===== config.mk =====
export PLATFORM = sky130hd
export DESIGN_NAME = dmem_responder
export DESIGN_NICKNAME = d
export VERILOG_FILES = /design/src/rtl/dmem_responder.sv
export SDC_FILE = /design/constraint.sdc
export NUM_CORES = 2
export LEC_CHECK = 0
export ABC_AREA = 1
export BUFFER_PORTS_ARGS = -buffer_cell sky130_fd_sc_hd__buf_2
export CELL_PAD_IN_SITES_DETAIL_PLACEMENT = 1
export CELL_PAD_IN_SITES_GLOBAL_PLACEMENT = 1
export CORE_MARGIN = 5
export CORE_UTILIZATION = 45
export DETAILED_ROUTE_END_ITERATION = 8
export GPL_ROUTABILITY_DRIVEN = 0
export PLACE_DENSITY_LB_ADDON = 0.1
export SETUP_SLACK_MARGIN = 0.02
export SLEW_MARGIN = 15
export SYNTH_ARGS = -nofsm -noshare
export SYNTH_HDL_FRONTEND = slang
export SYNTH_SLANG_ARGS = --single-unit
export TNS_END_PERCENT = 1

===== constraint.sdc =====
create_clock -name clk -period 8.2 [get_ports clk]
set_clock_uncertainty 0.15 [all_clocks]
set_input_delay 0.41 -clock clk [delete_from_list [all_inputs] [get_ports clk]]
set_output_delay 0.41 -clock clk [all_outputs]
set_load 0.005 [all_outputs]

===== src/rtl/dmem_responder.sv =====
// dmem_responder: multi-cycle byte/half/word data-memory target with valid/ready request and held response
module dmem_responder #(
  parameter int DEPTH_WORDS = 64,
  parameter int LATENCY = 2
) (
  input  logic        clk,
  input  logic        rst,
  input  logic        req_valid,
  output logic        req_ready,
  input  logic        req_we,
  input  logic [2:0]  req_funct3,
  input  logic [31:0] req_addr,
  input  logic [31:0] req_wdata,
  output logic        rsp_valid,
  input  logic        rsp_ready,
  output logic [31:0] rsp_rdata,
  output logic        rsp_err
);
  localparam int AW = $clog2(DEPTH_WORDS);
  localparam int CW = LATENCY > 1 ? $clog2(LATENCY) : 1;
  typedef enum logic [1:0] {IDLE, WAIT, RESP} state_t;
  state_t state;
  logic [31:0] mem [DEPTH_WORDS];
  logic [CW-1:0] cnt;
  logic we;
  logic [2:0] f3;
  logic [AW+1:0] a;
  logic [31:0] wdata_q, word, ld, wr, rep;
  logic [7:0] bsel;
  logic [15:0] hsel;
  logic [3:0] be;
  logic err;
  logic unused_addr;
  assign unused_addr = ^req_addr[31:AW+2];
  always_comb begin
    word = mem[a[AW+1:2]];
    bsel = word[{a[1:0], 3'b000} +: 8];
    hsel = a[1] ? word[31:16] : word[15:0];
    ld = f3[1:0] == 2'b00 ? {{24{bsel[7] & ~f3[2]}}, bsel} :
         f3[1:0] == 2'b01 ? {{16{hsel[15] & ~f3[2]}}, hsel} : word;
    be = f3[1:0] == 2'b00 ? 4'b0001 << a[1:0] :
         f3[1:0] == 2'b01 ? (a[1] ? 4'b1100 : 4'b0011) : 4'b1111;
    rep = f3[1:0] == 2'b00 ? {4{wdata_q[7:0]}} :
          f3[1:0] == 2'b01 ? {2{wdata_q[15:0]}} : wdata_q;
    err = (we ? f3 > 3'd2 : (&f3[1:0] || &f3[2:1])) ||
          (f3[1:0] == 2'b01 && a[0]) || (f3[1:0] == 2'b10 && |a[1:0]);
    wr = word;
    for (int i = 0; i < 4; i++) wr[i*8 +: 8] = be[i] ? rep[i*8 +: 8] : word[i*8 +: 8];
  end
  always_ff @(posedge clk) begin
    if (rst) begin
      state <= IDLE;
      req_ready <= 1'b1;
      rsp_valid <= 1'b0;
      rsp_rdata <= '0;
      rsp_err <= 1'b0;
      cnt <= '0;
      we <= 1'b0;
      f3 <= '0;
      a <= '0;
      wdata_q <= '0;
      for (int i = 0; i < DEPTH_WORDS; i++) mem[i] <= '0;
    end else begin
      case (state)
        IDLE: if (req_valid) begin
          we <= req_we;
          f3 <= req_funct3;
          a <= req_addr[AW+1:0];
          wdata_q <= req_wdata;
          cnt <= CW'(LATENCY - 1);
          req_ready <= 1'b0;
          state <= WAIT;
        end
        WAIT: if (cnt == '0) begin
          if (we && !err) mem[a[AW+1:2]] <= wr;
          rsp_rdata <= (we || err) ? '0 : ld;
          rsp_err <= err;
          rsp_valid <= 1'b1;
          state <= RESP;
        end else cnt <= cnt - 1'b1;
        RESP: if (rsp_ready) begin
          rsp_valid <= 1'b0;
          req_ready <= 1'b1;
          state <= IDLE;
        end
        default: state <= IDLE;
      endcase
    end
  end
endmodule

==> results.txt <==
The worst-case clock buffer depth came out at 3. The first global-routing pass estimated 506000 microns of wire. The wire length per cell after detailed routing is 28.4 microns. Of the total synthesized cell area, the portion taken by XOR and XNOR cells is 0. In the final layout, the share of cells above drive strength 1 is 0.0727. The gate count after technology mapping came out at 9559. The largest fanout of any net on the critical path came out at 94.

The post-place setup slack came out at 2.92 ns. The setup slack of the worst register-to-register path came out at 2.62 ns. The post-detailed-route via-to-cell ratio is 6.00. The starting DRC count in detailed routing came out at 8034.

The start point of the worst min-delay path is req_valid. The area taken by flip-flops and latches is 63300 sq um. The share of the synthesized area in compound gates (AO/OA/AOI/OAI) came out at 0.0683.

The slew at the pin with the worst max-slew slack is 1.25 ns. The number of warnings reported in the yosys synthesis log came out at 0. The arrival time at the worst endpoint came out at 6.15 ns. The CTS sink count came out at 2136. The kind of end point of the critical path is a flop. The final layout contains 9354 nets. The share of synthesized cell area in and, or, nand and nor gates is 0.220. In this run the core area contains 169 standard-cell rows. The analysis attributes to cell leakage a power of 37.9 nW. For this block, the via count after detailed routing is 73.8k. The total overflow reported by the global router is 0.

The count of fill cells added during filler insertion came out at 23.2k. The adder-cell share of the synthesized area came out at 0. The number of distinct standard cells referenced by the synthesized netlist is 32. Port buffering added 82 buffers. The sequential share of the synthesized area is 0.659.

The path with the worst hold slack has its endpoint at state[0]$_SDFFE_PP0P_. At the later pin of the worst-skew pair, clock insertion delay measures 0.89 ns. The endpoint identified for the worst register-to-register timing path is mem[53][18]$_SDFFCE_PN0P_. The final clock period utilization by the worst path came out at 0.681. Entering global routing, the biggest net connects 135 pins. The class of the most critical setup path is flop to flop. The library cell used most frequently in the layout, excluding fill and tap cells, is nor2_1. The full die area is 223000 sq um. The register bit total from synthesis came out at 2136. The data required time of the worst path came out at 8.77 ns. TritonCTS built the clock tree. The top cell types in the final layout, fill and taps aside, are nor2_1, edfxtp_1, nand2_1. The number of cells on the worst reg-to-reg path is 14. The number of top-level pins is 107. The detailed-routing iteration count for the pre-antenna-repair pass is 6. In the final layout, the multi-input gates occupy 27800 sq um. The placeable core region is 212000 sq um. The count of maximum capacitance violations is 0. The clock period minus worst slack is 5.58 ns. The post-synthesis to final-layout area growth came out at 9.43%.

The fmax came out at 0.179 GHz. The number of antenna-violating nets in the routed design is 0. The level count of the clock H-tree came out at 4. The final count of negative-setup-slack endpoints is 0. The quantity of gates resized following cts is 0. The synthesized area came out at 96000 sq um. Along the worst hold path, the cell count comes to 4. The width of the chip is 472 microns. The number of nets handed over by synthesis was 9631. The number of buffers added by the clock tree synthesis step came out at 228. The placed wire-length estimate after detailed placement is 198000 microns. The max-slew violation count came to 0.

Setup repair after global routing left no endpoint under its margin. By area, the combinational part of the netlist is dominated by simple AND/OR/NAND/NOR gates. Across the VDD grid, the largest voltage drop is 255 uV.

The hold violation count in the final report is 0. The type of the worst min-delay path is input pin to flop. The final setup slack of the worst path came out at 2.62 ns. The number of antenna violations at the first check in global routing came out at 9. The total wirelength of the detailed-routed design is 349000 microns. The flow ran to the end, and the final reports show no timing, DRC or antenna violations.

The effective utilization at floorplan came out at 0.452. The power per cell area came out at 256 nW/um^2. The type of origin of the critical path is a flop.

The via count of the first global-routing pass is 75.1k. CTS placed an instance of clkbuf_16 at the clock tree root. The CTS clock-pin slew for the worst setup and hold paths is 0.06 ns. The final sum of negative setup slack is 0 ns. The combined global-route utilization of all metal layers came out at 0.307. The portion of netlist area occupied by mux cells is 0.000378. The vertical die dimension came out at 472 microns. After detailed routing, the number of remaining DRC violations is 0. The post-synthesis area per instance is 10.0 sq um. The worst slew margin relative to its limit is 0.159.
[where the power goes]
part / leakage [nW] / switching [mW] / internal (mW)
logic: 12.7 / 3.79 / 0.885
clock network: 3.35 / 4.42 / 5.34
registers: 21.9 / 0.158 / 12.3
[layout make-up]
type                    instances  share of cell area
diodes                          2           0.0000477
multi-input cells            6434               0.265
flip-flops and latches       2136               0.603
well taps                    2821              0.0336
clock inverters               125             0.00808
repair buffers                368              0.0290
clock buffers                 294              0.0573
inverters                     114             0.00434
[sequential cells by signal (all words and copies together), names as in the netlist, 2 cells and up, named ones only]
| signal | cells |
|---|---|
| rsp_rdata | 32 |
| state | 2 |
| wdata_q | 32 |
| mem | 2048 |
| f3 | 3 |
| a | 8 |
[worst max-delay path, stage by stage, from the launching register on]
cell,delay [ns]
dfxtp_4,0.36
inv_8,0.46
buf_4,0.77
buf_4,0.68
o21ai_0,0.17
o22ai_1,0.16
nand2_1,0.07
nand3_1,0.19
nand3_1,0.21
nand3_1,0.47
nand2_1,0.29
inv_2,0.15
o21ai_4,0.14
buf_4,0.48
nor2_1,0.22
[synth_stat cells]
library cell,number,area [sq um]
a21oi_1,124,621
a22oi_1,1,7.51
a31oi_2,2,25.0
a31oi_4,1,21.3
and2_1,2,12.5
buf_1,48,180
buf_2,246,1230
buf_4,114,856
buf_6,79,890
clkbuf_1,387,1450
clkbuf_2,1,5.00
clkinv_1,3,11.3
dfxtp_1,88,1760
edfxtp_1,2048,61500
inv_1,98,368
inv_2,13,48.8
mux2i_2,1,13.8
mux2i_4,1,22.5
nand2_1,1446,5430
nand3_1,1042,5220
nand3_2,1,10.0
nor2_1,2734,10300
nor2_2,9,56.3
nor2_4,1,11.3
nor3_1,8,40.0
nor3_2,3,30.0
o211ai_1,8,60.1
o21ai_0,675,3380
o21ai_1,44,220
o21ai_2,17,149
o21ai_4,11,179
o22ai_1,303,1900
[worst max path at each step]
stage | slack (ns) | cells after the start | endpoint
after floorplan | 5.10 | 11 | mem[0][0]$_SDFFCE_PN0P_
after detailed placement | 2.92 | 14 | mem[13][30]$_SDFFCE_PN0P_
after global routing | 2.59 | 14 | mem[61][18]$_SDFFCE_PN0P_
after global placement | 3.04 | 14 | mem[38][30]$_SDFFCE_PN0P_
final | 2.62 | 14 | mem[53][18]$_SDFFCE_PN0P_
after CTS | 2.91 | 14 | mem[20][30]$_SDFFCE_PN0P_
[routing by layer]
layer,GRT usage,vias up,wire (microns)
li1,-,32100,-
met1,0.407,38200,141000
met2,0.496,2931,162000
met3,0.0483,648,26500
met4,0.153,6,19400
met5,0,-,42
[metrics by stage]
step / hold slack [ns] / cell area, sq um / utilization / power (mW) / instances
after global routing: 0.0308 / 105000 / 0.495 / 27.8 / 12300
final: 0.0783 / 105000 / 0.495 / 26.9 / 12300
after detailed placement: 0.309 / 97700 / 0.461 / 17.2 / 11800
after floorplan: 0.295 / 96000 / - / 15.4 / 9559
after global placement: 0.291 / 97700 / 0.461 / 17.2 / 11800
after CTS: 0.0252 / 105000 / 0.495 / 26.9 / 12300
[kinds of logic (layout without fill, tap and decap cells)]
group,after synthesis,after routing
simple gates,5246,5246
compound gates,1186,1186
buf+inv,989,901
flops,2136,2136
other cells,0,2
mux,2,2
[what timing repair did]
action                                 CTS  global route
hold buffers                            43             0
endpoints found under the hold margin   81             0
setup endpoints to repair                0             0
setup buffers                            0             0
Note: power is estimated with default switching activity, not from simulation.
